<file path="config.mk">
export PLATFORM = sky130hd
export DESIGN_NAME = stash_scan_controller
export DESIGN_NICKNAME = d
export VERILOG_FILES = /design/src/rtl/stash_scan_controller_pkg.sv /design/src/rtl/stash_scan_walker.sv /design/src/rtl/stash_scan_controller.sv
export SDC_FILE = /design/constraint.sdc
export NUM_CORES = 1
export LEC_CHECK = 0
export ABC_AREA = 1
export BUFFER_PORTS_ARGS = -buffer_cell sky130_fd_sc_hd__buf_4
export CAP_MARGIN = 20
export CORE_UTILIZATION = 49
export DETAILED_ROUTE_END_ITERATION = 7
export PLACE_DENSITY_LB_ADDON = 0.12
export SETUP_SLACK_MARGIN = 0.05
export SLEW_MARGIN = 10
export SYNTH_ARGS = -nofsm -noshare
export SYNTH_HDL_FRONTEND = slang
export SYNTH_SLANG_ARGS = --single-unit
export TNS_END_PERCENT = 10
</file>
<file path="constraint.sdc">
create_clock -name Clock -period 3.75 [get_ports Clock]
set_input_delay 0.75 -clock Clock [delete_from_list [all_inputs] [get_ports Clock]]
set_output_delay 0.75 -clock Clock [all_outputs]
set_load 0.02 [all_outputs]
</file>
<file path="src/rtl/stash_scan_controller_pkg.sv">
// Shared definitions for the stash scan controller and its table walker:
// default widths, path-length derivation, the null stash address and the
// state encodings of both FSMs.
package stash_scan_controller_pkg;

  localparam int unsigned ORAML_DEF             = 32;
  localparam int unsigned ORAMZ_DEF             = 4;
  localparam int unsigned STASH_EA_WIDTH_DEF    = 8;
  localparam int unsigned SCAN_TABLE_AWIDTH_DEF = 8;

  // Number of block slots on one root-to-leaf path.
  function automatic int unsigned blocks_on_path(input int unsigned oram_l,
                                                 input int unsigned oram_z);
    return (oram_l + 1) * oram_z;
  endfunction

  localparam int unsigned BLOCKS_ON_PATH_DEF = blocks_on_path(ORAML_DEF, ORAMZ_DEF);

  // Empty scan table entry marker (all ones of the stash address width).
  localparam logic [STASH_EA_WIDTH_DEF-1:0] SNULL = '1;

  // Controller phases; WALK covers the whole table walk owned by the walker.
  typedef enum logic [2:0] {
    INIT  = 3'd0,
    IDLE  = 3'd1,
    CLEAR = 3'd2,
    SCAN  = 3'd3,
    DRAIN = 3'd4,
    WALK  = 3'd5
  } ctrl_state_e;

  // Table walker steps.
  typedef enum logic [1:0] {
    W_IDLE = 2'd0,
    RD     = 2'd1,
    CLR    = 2'd2,
    OUT    = 2'd3
  } walk_state_e;

endpackage

</file>
<file path="src/rtl/stash_scan_walker.sv">
// Walks the scan table in ascending address order: reads each entry, clears
// it, and hands every non-null stash address to the writeback engine.
module stash_scan_walker
  import stash_scan_controller_pkg::*;
#(
  parameter int unsigned StashEAWidth    = STASH_EA_WIDTH_DEF,
  parameter int unsigned ScanTableAWidth = SCAN_TABLE_AWIDTH_DEF,
  parameter int unsigned BlocksOnPath    = BLOCKS_ON_PATH_DEF
) (
  input  logic                       clk,
  input  logic                       rst_n,
  input  logic                       start,
  output logic                       done,
  output logic [ScanTableAWidth-1:0] st_addr,
  output logic                       st_valid,
  output logic                       st_reset,
  input  logic [StashEAWidth-1:0]    st_data,
  input  logic                       st_data_valid,
  output logic [StashEAWidth-1:0]    wb_addr,
  output logic                       wb_valid,
  input  logic                       wb_ready
);

  localparam logic [ScanTableAWidth-1:0] LAST_Q = ScanTableAWidth'(BlocksOnPath - 1);
  localparam logic [StashEAWidth-1:0]    NULL_ADDR = '1;

  walk_state_e                state, state_nxt;
  logic [ScanTableAWidth-1:0] q, q_nxt;
  logic [StashEAWidth-1:0]    cap, cap_nxt;
  logic                       advance;

  // Walker state, table pointer and captured entry.
  always_ff @(posedge clk or negedge rst_n) begin
    if (!rst_n) begin
      state <= W_IDLE;
      q     <= '0;
      cap   <= '0;
    end else begin
      state <= state_nxt;
      q     <= q_nxt;
      cap   <= cap_nxt;
    end
  end

  // Step sequencing. The pointer advance is taken directly from CLR (null
  // entry) or OUT (handshake) so a null entry costs two cycles, not three.
  always_comb begin
    state_nxt = state;
    q_nxt     = q;
    cap_nxt   = cap;
    advance   = 1'b0;
    done      = 1'b0;
    st_addr   = '0;
    st_valid  = 1'b0;
    st_reset  = 1'b0;
    wb_addr   = '0;
    wb_valid  = 1'b0;
    case (state)
      W_IDLE: begin
        if (start) begin
          q_nxt     = '0;
          state_nxt = RD;
        end
      end
      RD: begin
        st_valid  = 1'b1;
        st_addr   = q;
        state_nxt = CLR;
      end
      CLR: begin
        st_reset = 1'b1;
        st_addr  = q;
        cap_nxt  = st_data;
        if (st_data_valid && (st_data != NULL_ADDR)) state_nxt = OUT;
        else                                         advance   = 1'b1;
      end
      OUT: begin
        wb_valid = 1'b1;
        wb_addr  = cap;
        if (wb_ready) advance = 1'b1;
      end
      default: state_nxt = W_IDLE;
    endcase
    if (advance) begin
      if (q == LAST_Q) begin
        done      = 1'b1;
        state_nxt = W_IDLE;
      end else begin
        q_nxt     = q + ScanTableAWidth'(1);
        state_nxt = RD;
      end
    end
  end

endmodule

</file>
<file path="src/rtl/stash_scan_controller.sv">
// Per-access stash scan sequencer: clears the scan table's per-access state,
// streams every occupied stash entry into the table, then lets the walker
// drain the table to the writeback engine.
// Optional statistics counters are enabled by defining STASH_SCAN_STATS_EN.
module stash_scan_controller
  import stash_scan_controller_pkg::*;
#(
  parameter int unsigned ORAML           = ORAML_DEF,
  parameter int unsigned ORAMZ           = ORAMZ_DEF,
  parameter int unsigned StashEAWidth    = STASH_EA_WIDTH_DEF,
  parameter int unsigned ScanTableAWidth = SCAN_TABLE_AWIDTH_DEF,
  parameter int unsigned BlocksOnPath    = blocks_on_path(ORAML, ORAMZ)
) (
  input  logic                       Clock,
  input  logic                       Reset,
  input  logic                       Start,
  input  logic [ORAML-1:0]           AccessLeaf,
  output logic                       StartReady,
  output logic                       Done,
  output logic [StashEAWidth-1:0]    StashRdAddr,
  output logic                       StashRdEn,
  input  logic [ORAML-1:0]           StashRdLeaf,
  input  logic                       StashRdOccupied,
  output logic                       STPerAccessReset,
  input  logic                       STResetDone,
  output logic [ORAML-1:0]           STCurrentLeaf,
  output logic [ORAML-1:0]           STInLeaf,
  output logic [StashEAWidth-1:0]    STInSAddr,
  output logic                       STInValid,
  input  logic                       STOutAccepted,
  output logic [ScanTableAWidth-1:0] STInSTAddr,
  output logic                       STInSTValid,
  output logic                       STInSTReset,
  input  logic [StashEAWidth-1:0]    STOutSTAddr,
  input  logic                       STOutSTValid,
  output logic [StashEAWidth-1:0]    WBSAddr,
  output logic                       WBValid,
  input  logic                       WBReady,
  output logic [ScanTableAWidth:0]   AcceptCount,
  output logic [StashEAWidth:0]      RejectCount
);

  localparam logic [StashEAWidth-1:0] LAST_P = '1;

  ctrl_state_e               state, state_nxt;
  logic [StashEAWidth-1:0]   p;
  logic [StashEAWidth-1:0]   rd_addr_d;
  logic                      rd_pend;
  logic [ORAML-1:0]          cur_leaf;
  logic                      walk_start;
  logic                      walk_done;

  // Controller state register.
  always_ff @(posedge Clock or negedge Reset) begin
    if (!Reset) state <= INIT;
    else        state <= state_nxt;
  end

  // Phase sequencing and per-phase strobes.
  always_comb begin
    state_nxt        = state;
    StartReady       = 1'b0;
    STPerAccessReset = 1'b0;
    StashRdEn        = 1'b0;
    StashRdAddr      = '0;
    walk_start       = 1'b0;
    case (state)
      INIT:  if (STResetDone) state_nxt = IDLE;
      IDLE: begin
        StartReady = 1'b1;
        if (Start) state_nxt = CLEAR;
      end
      CLEAR: begin
        STPerAccessReset = 1'b1;
        state_nxt        = SCAN;
      end
      SCAN: begin
        StashRdEn   = 1'b1;
        StashRdAddr = p;
        if (p == LAST_P) state_nxt = DRAIN;
      end
      DRAIN: begin
        walk_start = 1'b1;
        state_nxt  = WALK;
      end
      WALK:    if (walk_done) state_nxt = IDLE;
      default: state_nxt = INIT;
    endcase
  end

  // Stash pointer, read-response alignment and the access leaf.
  always_ff @(posedge Clock or negedge Reset) begin
    if (!Reset) begin
      p         <= '0;
      rd_addr_d <= '0;
      rd_pend   <= 1'b0;
      cur_leaf  <= '0;
    end else begin
      if (state == CLEAR)     p <= '0;
      else if (state == SCAN) p <= p + StashEAWidth'(1);
      rd_addr_d <= p;
      rd_pend   <= (state == SCAN);
      if ((state == IDLE) && Start) cur_leaf <= AccessLeaf;
    end
  end

  assign STInValid     = rd_pend & StashRdOccupied;
  assign STInSAddr     = STInValid ? rd_addr_d : '0;
  assign STInLeaf      = STInValid ? StashRdLeaf : '0;
  assign STCurrentLeaf = cur_leaf;
  assign Done          = walk_done;

  stash_scan_walker #(
    .StashEAWidth   (StashEAWidth),
    .ScanTableAWidth(ScanTableAWidth),
    .BlocksOnPath   (BlocksOnPath)
  ) u_walker (
    .clk          (Clock),
    .rst_n        (Reset),
    .start        (walk_start),
    .done         (walk_done),
    .st_addr      (STInSTAddr),
    .st_valid     (STInSTValid),
    .st_reset     (STInSTReset),
    .st_data      (STOutSTAddr),
    .st_data_valid(STOutSTValid),
    .wb_addr      (WBSAddr),
    .wb_valid     (WBValid),
    .wb_ready     (WBReady)
  );

`ifdef STASH_SCAN_STATS_EN
  localparam int unsigned ACW = ScanTableAWidth + 1;
  localparam int unsigned RCW = StashEAWidth + 1;

  // Accept/reject tallies, cleared at the start of each access.
  always_ff @(posedge Clock or negedge Reset) begin
    if (!Reset) begin
      AcceptCount <= '0;
      RejectCount <= '0;
    end else if (state == CLEAR) begin
      AcceptCount <= '0;
      RejectCount <= '0;
    end else if (STInValid) begin
      if (STOutAccepted) AcceptCount <= AcceptCount + ACW'(1);
      else               RejectCount <= RejectCount + RCW'(1);
    end
  end

`ifndef SYNTHESIS
  logic [ACW-1:0] wb_handshakes;

  // Writeback handshakes this access, compared with accepts at completion.
  always_ff @(posedge Clock or negedge Reset) begin
    if (!Reset)                 wb_handshakes <= '0;
    else if (state == CLEAR)    wb_handshakes <= '0;
    else if (WBValid && WBReady) wb_handshakes <= wb_handshakes + ACW'(1);
  end

  // Every accepted block must leave through writeback by the end of the walk.
  always_ff @(posedge Clock) begin
    if (Reset && Done)
      assert (AcceptCount == wb_handshakes + ACW'(WBValid & WBReady));
  end
`endif
`else
  logic stats_unused;
  assign stats_unused = STOutAccepted;
  assign AcceptCount  = '0;
  assign RejectCount  = '0;
`endif

endmodule

</file>
==> reports/qor.yml, run 1 <==
netlist.area_leader.share: 0.4577
crit_path_end_kind: "output port"
fin_total_pwr_mw: 2.276
holdCritStartpoint: "p[7]$_DFFE_PN0P_"
critical_path.most_common_cell: "inv_1"
final_layout_size_suffix_gt1_frac: 0.3883
final_net_count: 714
drc: 0
grt_setup_unrepaired: "false"
post_synth_num_cell_types: 31
crit_buf_inv: 4
synth-edff-count: 0
post_synth_instance_area_um2: 3827
timing.critical_path.max_delay_family: "buffers and inverters"
drt-vias-per-instance: 4.534
filler_cell_count: 579
hold-path-endpoint: "rd_addr_d[7]$_DFF_PN0_"
die_area_um2: 8169
routed-via-count: 3310
longest_individual_stage_delay_on_the_worst_path_ns: 0.43
place.port_buffers: 182
cts_resized: 0
initial_core_util: 0.5166
cts.reportedPaths.clkPinSlew_ns: 0.08
max_cap_viol_count: 0
cp_data_arrival_time_ns: 2.00
ctsHoldBuffers: 0
tritoncts.num_buffers: 9
drt-initial-drc-count: 107
diodes: 0
ff2ff_setup_slack_ns: 1.86
timing.final.hold_violations: 0
worst_min_delay_path_class: "reg -> reg"
cts-root-to-sink-buffers: 2
die_w_um: 90.38
dp_hpwl_mm: 6.966
first_global_vias: 3221
finalSetupViolations: 0
post-route-period-util: 0.7345
setup.worst_path.class: "reg -> out"
period_minus_slack_ns: 2.754
global_route.usage.total: 0.2368
worstReg2RegEnd: "u_walker.q[1]$_DFF_PN0_"
fmax_mhz: 363.1
areaGrowthSynthToFinish_pct: 40.18
fp-row-count: 31
slowest_stage: "dfrtp_1"
slew_violations: 0
clock_sinks: 70
maximum_clock_skew_at_final_layout_ns: 0.01078
fin_cells: 730
grt_first_pass_wirelength_mm: 15.37
wl_per_cell_um: 12.64
cts_tree: "done"
antenna_found_initial: 0
grt_start_max_net_pins: 71
min_path_cells: 0
cts.repair_timing.setup_buffer_count: 0
ant_nets: 0
gp_routability_congestion: 0.8291
placement.setup.worst_slack_ns: 1.090
placed_cells_incl_taps: 714
timing_worst_slew_pin_value_ns: 0.8728
ys_seq_area_frac: 0.4577
synth.area.top_cells: "dfrtp_1 (46%), mux2_4 (12%), nand2_1 (8.7%), inv_1 (8.0%), nor2_1 (6.2%)"
status: "finished clean"
clock_tree.root_cell: "clkbuf_8"
power_per_unit_of_standard_cell_area_nw_per_um2: 424.3
critical_path.reg2reg.startpoint: "u_walker.state[0]$_DFFE_PN0P_"
worst-path-max-fanout: 10
async_reset_ff_frac: 1.000
synth_warnings: 0
setup_tns_ns: 0
timing.slew.headroom: 0.4181
cell_depth_of_the_worst_flop_to_flop_path: 7
worstSetupStartpointType: "register"
synthCells: 446
floorplan.io_pins: 202
dr.pass1.iters: 4
top_cell_type_by_total_area_after_synthesis: "dfrtp_1"
ys.flop_type: "dfrtp_1"
wire_length_after_detailed_routing_mm: 9.229
synth_seq_cells: 70
cts-htree-levels: 3
total_leakage_power_nw: 3.332
die_h_um: 90.38
peakVddDrop_v: 0.0004018
cp.required_ns: 3.00
path_cells: "inv_1 > ha_1 > inv_2 > nand2_1 > nand3_1 > inv_1 > buf_4"
globalRouteOverflowTotal: 0
clock_insertion_delay_worst_skew_ns: 0.35
synthesis.area_per_instance_um2: 8.582
layout_setup_ws_ns: 0.9958
floorplan.core_area_um2: 7408
-- worst reg2reg max path, stage by stage, from the launching register on --
cell     delay [ns]
dfrtp_1        0.43
inv_1          0.15
ha_1           0.38
inv_2          0.16
nand2_1        0.15
nand2_2        0.16
nor2_1         0.23
o21ai_0        0.12
-- state kept, by name, indices dropped and copies added (netlist names) --
| signal | cells |
|---|---|
| rd_pend | 1 |
| p | 8 |
| rd_addr_d | 8 |
| state | 3 |
| STCurrentLeaf | 32 |
| u_walker.q | 8 |
| u_walker.state | 2 |
| u_walker.cap | 8 |
-- synthesized netlist by cell type (2+ instances only) --
library cell	count
a21oi_1	7
buf_2	4
buf_4	18
buf_6	3
clkbuf_1	6
dfrtp_1	70
ha_1	8
inv_1	82
inv_2	6
mux2_2	2
mux2_4	30
nand2_1	89
nand2_2	2
nand3_1	16
nand4_1	2
nor2_1	63
nor2_2	3
o21ai_0	15
o22ai_1	2
xor2_1	7
-- worst max path at each step --
stage	from	endpoint	slack, ns	cells past startpoint
2_1_floorplan	u_walker.state[0]$_DFFE_PN0P_	Done	1.54	7
3_3_place_gp	StashRdOccupied	STInSAddr[3]	1.14	5
3_5_place_dp	StashRdOccupied	STInLeaf[18]	1.09	5
4_1_cts	u_walker.state[0]$_DFFE_PN0P_	Done	0.98	7
5_1_grt	u_walker.state[0]$_DFFE_PN0P_	Done	0.84	7
6_report	u_walker.state[0]$_DFFE_PN0P_	Done	1.0	7
-- cells in the final DEF, fill, tap and decap left out --
cell type	n
o21ai_0	15
nor2_1	63
inv_8	2
buf_4	183
nor2_2	3
mux2_4	30
nor2_4	1
inv_6	2
xor2_1	7
o31ai_1	1
clkinv_4	1
a21boi_0	1
clkinvlp_4	2
nand3_1	16
or2_2	1
dfrtp_1	70
ha_1	8
o211ai_1	1
inv_1	82
nand3b_1	1
clkbuf_8	9
nand4_1	2
mux2_2	2
and2_1	1
nor3_1	1
o22ai_1	2
inv_2	6
nand2_1	89
nand2_2	2
xnor2_1	1
conb_1	18
a21oi_1	7
nand2_4	1
-- layout make-up --
type	count	area, µm²	area share
flip-flops and latches	70	1752	0.3265
multi-input cells	274	1598	0.2978
repair buffers	183	1374	0.2561
inverters	88	330.3	0.06157
clock buffers	9	123.9	0.02309
well taps	99	123.9	0.02309
clock inverters	7	63.81	0.01189
-- through the flow --
stage                     area [µm²]  hold slack (ns)    util
after global placement          5177           0.3884  0.6989
final                           5365           0.4128  0.7242
after detailed placement        5177           0.3921  0.6989
after CTS                       5365           0.4118  0.7242
after floorplan                 3891           0.3739       -
after global routing            5365           0.4412  0.7242
-- report_power, final --
part           total (mW)  internal (mW)  switching [mW]
clock               0.583          0.255           0.329
combinational       0.773          0.310           0.463
sequential          0.920          0.840          0.0799
total                2.28           1.40           0.872
-- layer usage --
metal	routed length (µm)	part of all wire	vias to the layer above	GRT usage
li1	-	-	1669	-
met1	3845	0.42	1520	0.2837
met2	4781	0.52	109	0.4243
met3	445	0.048	12	0.03704
met4	157	0.017	0	0.09409
met5	0	0	-	0
-- kinds of logic (layout without fill, tap and decap cells) --
kind of cell / Yosys count / after routing / share of synthesized area
buffers and inverters: 119 / 287 / 0.1415
XOR/XNOR: 8 / 8 / 0.01831
multiplexers: 32 / 32 / 0.1236
adder cells (fa/ha/maj): 8 / 8 / 0.02615
other: 1 / 18 / 0.0009798
flip-flops: 70 / 70 / 0.4577
AO/OA/AOI/OAI: 27 / 27 / 0.03792
AND/OR/NAND/NOR: 181 / 181 / 0.1939
Note: power is estimated with default switching activity, not from simulation.
==> run 2: changes to the inputs <==
- ABC_AREA: 1 -> 0
- CORE_UTILIZATION: 49 -> 40
- clock period: 3.75 -> 2.5 ns (I/O delays scaled with it)
==> reports/qor.yml, run 2 <==
maximum_clock_skew_at_final_layout_ns: 0.01590  # was 0.01078 ns
fmax_mhz: 420.7
drc: 0  # unchanged
fp-row-count: 34  # was 31
power_frac_clock: 0.157  # was 0.256
global_route.usage.total: 0.1889  # was 0.2368
grt_setup_unrepaired: "false"  # unchanged
ant_nets: 0  # unchanged
p_int_mw: 3.524  # was 1.405 mW
initial_core_util: 0.4138  # was 0.5166
synth_seq_cells: 70  # unchanged
drt-vias-per-instance: 4.843  # was 4.534
peakVddDrop_v: 0.0005972  # was 0.0004018 V
floorplan.io_pins: 202  # unchanged
areaGrowthSynthToFinish_pct: 44.63  # was 40.18%
seq_area_um2: 1752  # unchanged
utilization: 0.5984  # was 0.7242
switchingPower_mw: 2.366  # was 0.8717 mW
ff2ff_setup_slack_ns: 0.67  # was 1.86 ns
critical_path.reg2reg.startpoint: "u_walker.state[0]$_DFFE_PN0P_"  # unchanged
worst_min_delay_path_class: "in -> async"  # was reg -> reg
final_instance_area_um2: 5219  # was 5365 µm²
fin_total_pwr_mw: 5.890  # was 2.276 mW
period_minus_slack_ns: 2.377
synth.area.top_cells: "dfrtp_1 (49%), mux2_2 (11%), and3_1 (9.0%), buf_4 (4.4%), and2_1 (3.1%)"  # was dfrtp_1 (46%), mux2_4 (12%), nand2_1 (8.7%), inv_1 (8.0%), nor2_1 (6.2%)
detailed_place.area_um2: 5019  # was 5177 µm²
final_net_count: 601  # was 714
synthesis.area_per_instance_um2: 10.90  # was 8.582 µm²
cell_depth_of_the_worst_flop_to_flop_path: 6  # was 7
placed_cells_incl_taps: 610  # was 714
ys.flop_type: "dfrtp_1"  # unchanged
status: "finished clean"  # unchanged
wire_length_after_detailed_routing_mm: 8.714  # was 9.229 mm
synthCells: 331  # was 446
cts-htree-levels: 3  # unchanged
routed-via-count: 3032  # was 3310
ys_seq_area_frac: 0.4854  # was 0.4577
floorplan.core_area_um2: 8721  # was 7408 µm²
max_cap_viol_count: 0  # unchanged
grt_start_max_net_pins: 71  # unchanged
tritoncts.num_buffers: 9  # unchanged
worstReg2RegEnd: "u_walker.q[5]$_DFF_PN0_"  # was u_walker.q[1]$_DFF_PN0_
cts-root-to-sink-buffers: 2  # unchanged
flip_flop_count_of_the_largest_register_after_layout: 32  # unchanged
die_w_um: 96.98  # was 90.38 µm
cts_tree: "done"  # unchanged
worstSetupStartpointType: "register"  # unchanged
total_leakage_power_nw: 2.732  # was 3.332 nW
finalSetupViolations: 0  # unchanged
post_synth_instance_area_um2: 3608  # was 3827 µm²
fin_cells: 626  # was 730
ctsHoldBuffers: 0  # unchanged
diodes: 0  # unchanged
top_cell_type_by_total_area_after_synthesis: "dfrtp_1"  # unchanged
timing.final.hold_violations: 0  # unchanged
combinationalPowerShare: 0.510  # was 0.340
clock_insertion_delay_worst_skew_ns: 0.35  # about the same
final_layout_size_suffix_gt1_frac: 0.4807  # was 0.3883
dr.pass1.iters: 5  # was 4
synth-edff-count: 0  # unchanged
slew_violations: 0  # unchanged
first_global_vias: 2903  # was 3221
dp_hpwl_mm: 6.360  # was 6.966 mm
setup.worst_path.class: "reg -> out"  # unchanged
multi_input_comb_area_um2: 1698  # was 1598 µm²
clock_tree.root_cell: "clkbuf_8"  # unchanged
cts_resized: 0  # unchanged
place.port_buffers: 182  # unchanged
final_cell_mix: "buf_4 (189), dfrtp_1 (70), and3_1 (52), mux2_2 (35), nand2_1 (21)"  # was buf_4 (183), nand2_1 (89), inv_1 (82), dfrtp_1 (70), nor2_1 (63)
wl_per_cell_um: 13.92  # was 12.64 µm
antenna_found_initial: 0  # unchanged
worst-path-max-fanout: 5  # was 10
drt-initial-drc-count: 96  # was 107
post-route-period-util: 0.9508
synth.most_common_cell: "dfrtp_1"  # was nand2_1
die_area_um2: 9405  # was 8169 µm²
cts.repair_timing.setup_buffer_count: 0  # unchanged
clock_sinks: 70  # unchanged
synth_warnings: 0  # unchanged
layout_commonest_cell: "buf_4"  # unchanged
post_synth_num_cell_types: 48  # was 31
cp_data_arrival_time_ns: 1.88  # was 2.00 ns
cts.reportedPaths.clkPinSlew_ns: 0.09  # was 0.08 ns
gp_routability_congestion: 0.7323  # was 0.8291
power_switching_share: 0.4017  # was 0.3829
power.sequential.fraction: 0.334  # was 0.404
setup_tns_ns: 0  # unchanged
netlist.area_leader.share: 0.4854  # was 0.4577
timing.slew.headroom: 0.4098  # was 0.4181
filler_cell_count: 761  # was 579
crit_path_end_kind: "output port"  # unchanged
grt_first_pass_wirelength_mm: 14.61  # was 15.37 mm
cp.required_ns: 2.00  # was 3.00 ns
globalRouteOverflowTotal: 0  # unchanged
async_reset_ff_frac: 1.000  # unchanged
synth_top_cells_by_count: "dfrtp_1 (70), and3_1 (52), mux2_2 (35)"  # was nand2_1 (89), inv_1 (82), dfrtp_1 (70)
timing_worst_slew_pin_value_ns: 0.8854  # was 0.8728 ns
power_per_unit_of_standard_cell_area_nw_per_um2: 1129  # was 424.3 nW/µm²
die_h_um: 96.98  # was 90.38 µm
## run 2: layout make-up
type,instances,share of cell area
multi-input cells,239,0.3253
flip-flops and latches,70,0.3357
repair buffers,189,0.2719
clock buffers,10,0.02445
inverters,4,0.002877
clock inverters,6,0.01391
well taps,108,0.02589
## run 2: kinds of logic after synthesis
family          count (synthesis)  synth area share
simple gates                  130            0.2067
xor+xnor                        2          0.004855
buf+inv                        39           0.06345
other cells                     1          0.001039
flops                          70            0.4854
mux                            45            0.1390
fa+ha+maj                       8           0.02774
compound gates                 36           0.07178
## run 2: power groups by stage
stage	clock network (mW)	logic [mW]	registers (mW)
CTS	0.952	3.04	1.97
finish	0.923	3.00	1.97
global placement	0	3.00	1.96
global route	1.00	3.23	2.05
detailed placement	0	3.03	1.99
floorplan	0	1.51	2.25
## run 2: through the flow
step / worst slack [ns] / hold WS, ns
3_5_place_dp: 0.3866 / 0.4587
5_1_grt: 0.05902 / 0.3428
6_report: 0.1229 / 0.2611
3_3_place_gp: 0.3977 / 0.4458
2_1_floorplan: 0.3037 / 0.2044
4_1_cts: 0.1379 / 0.3072
## run 2: how the worst max path moves through the flow
stage	start	end	slack (ns)	cells after the start
after CTS	u_walker.state[0]$_DFFE_PN0P_	Done	0.14	5
after global placement	STOutSTAddr[2]	Done	0.40	5
after detailed placement	STOutSTAddr[3]	Done	0.39	5
after floorplan	u_walker.state[0]$_DFFE_PN0P_	Done	0.30	5
final	u_walker.state[0]$_DFFE_PN0P_	Done	0.12	5
after global routing	u_walker.state[0]$_DFFE_PN0P_	Done	0.06	5
## run 2: worst max-delay path, cell delays in order (launching register included)
cell     delay, ns
dfrtp_1       0.42
ha_1          0.24
nand2_1       0.10
o211a_2       0.19
nor3_1        0.38
buf_4         0.22
## run 2: routing by layer
layer,track usage,vias to the layer above,share of wire
li1,-,1498,-
met1,0.2451,1429,0.43
met2,0.3147,95,0.51
met3,0.03757,10,0.050
met4,0.06429,0,0.015
met5,0,-,0
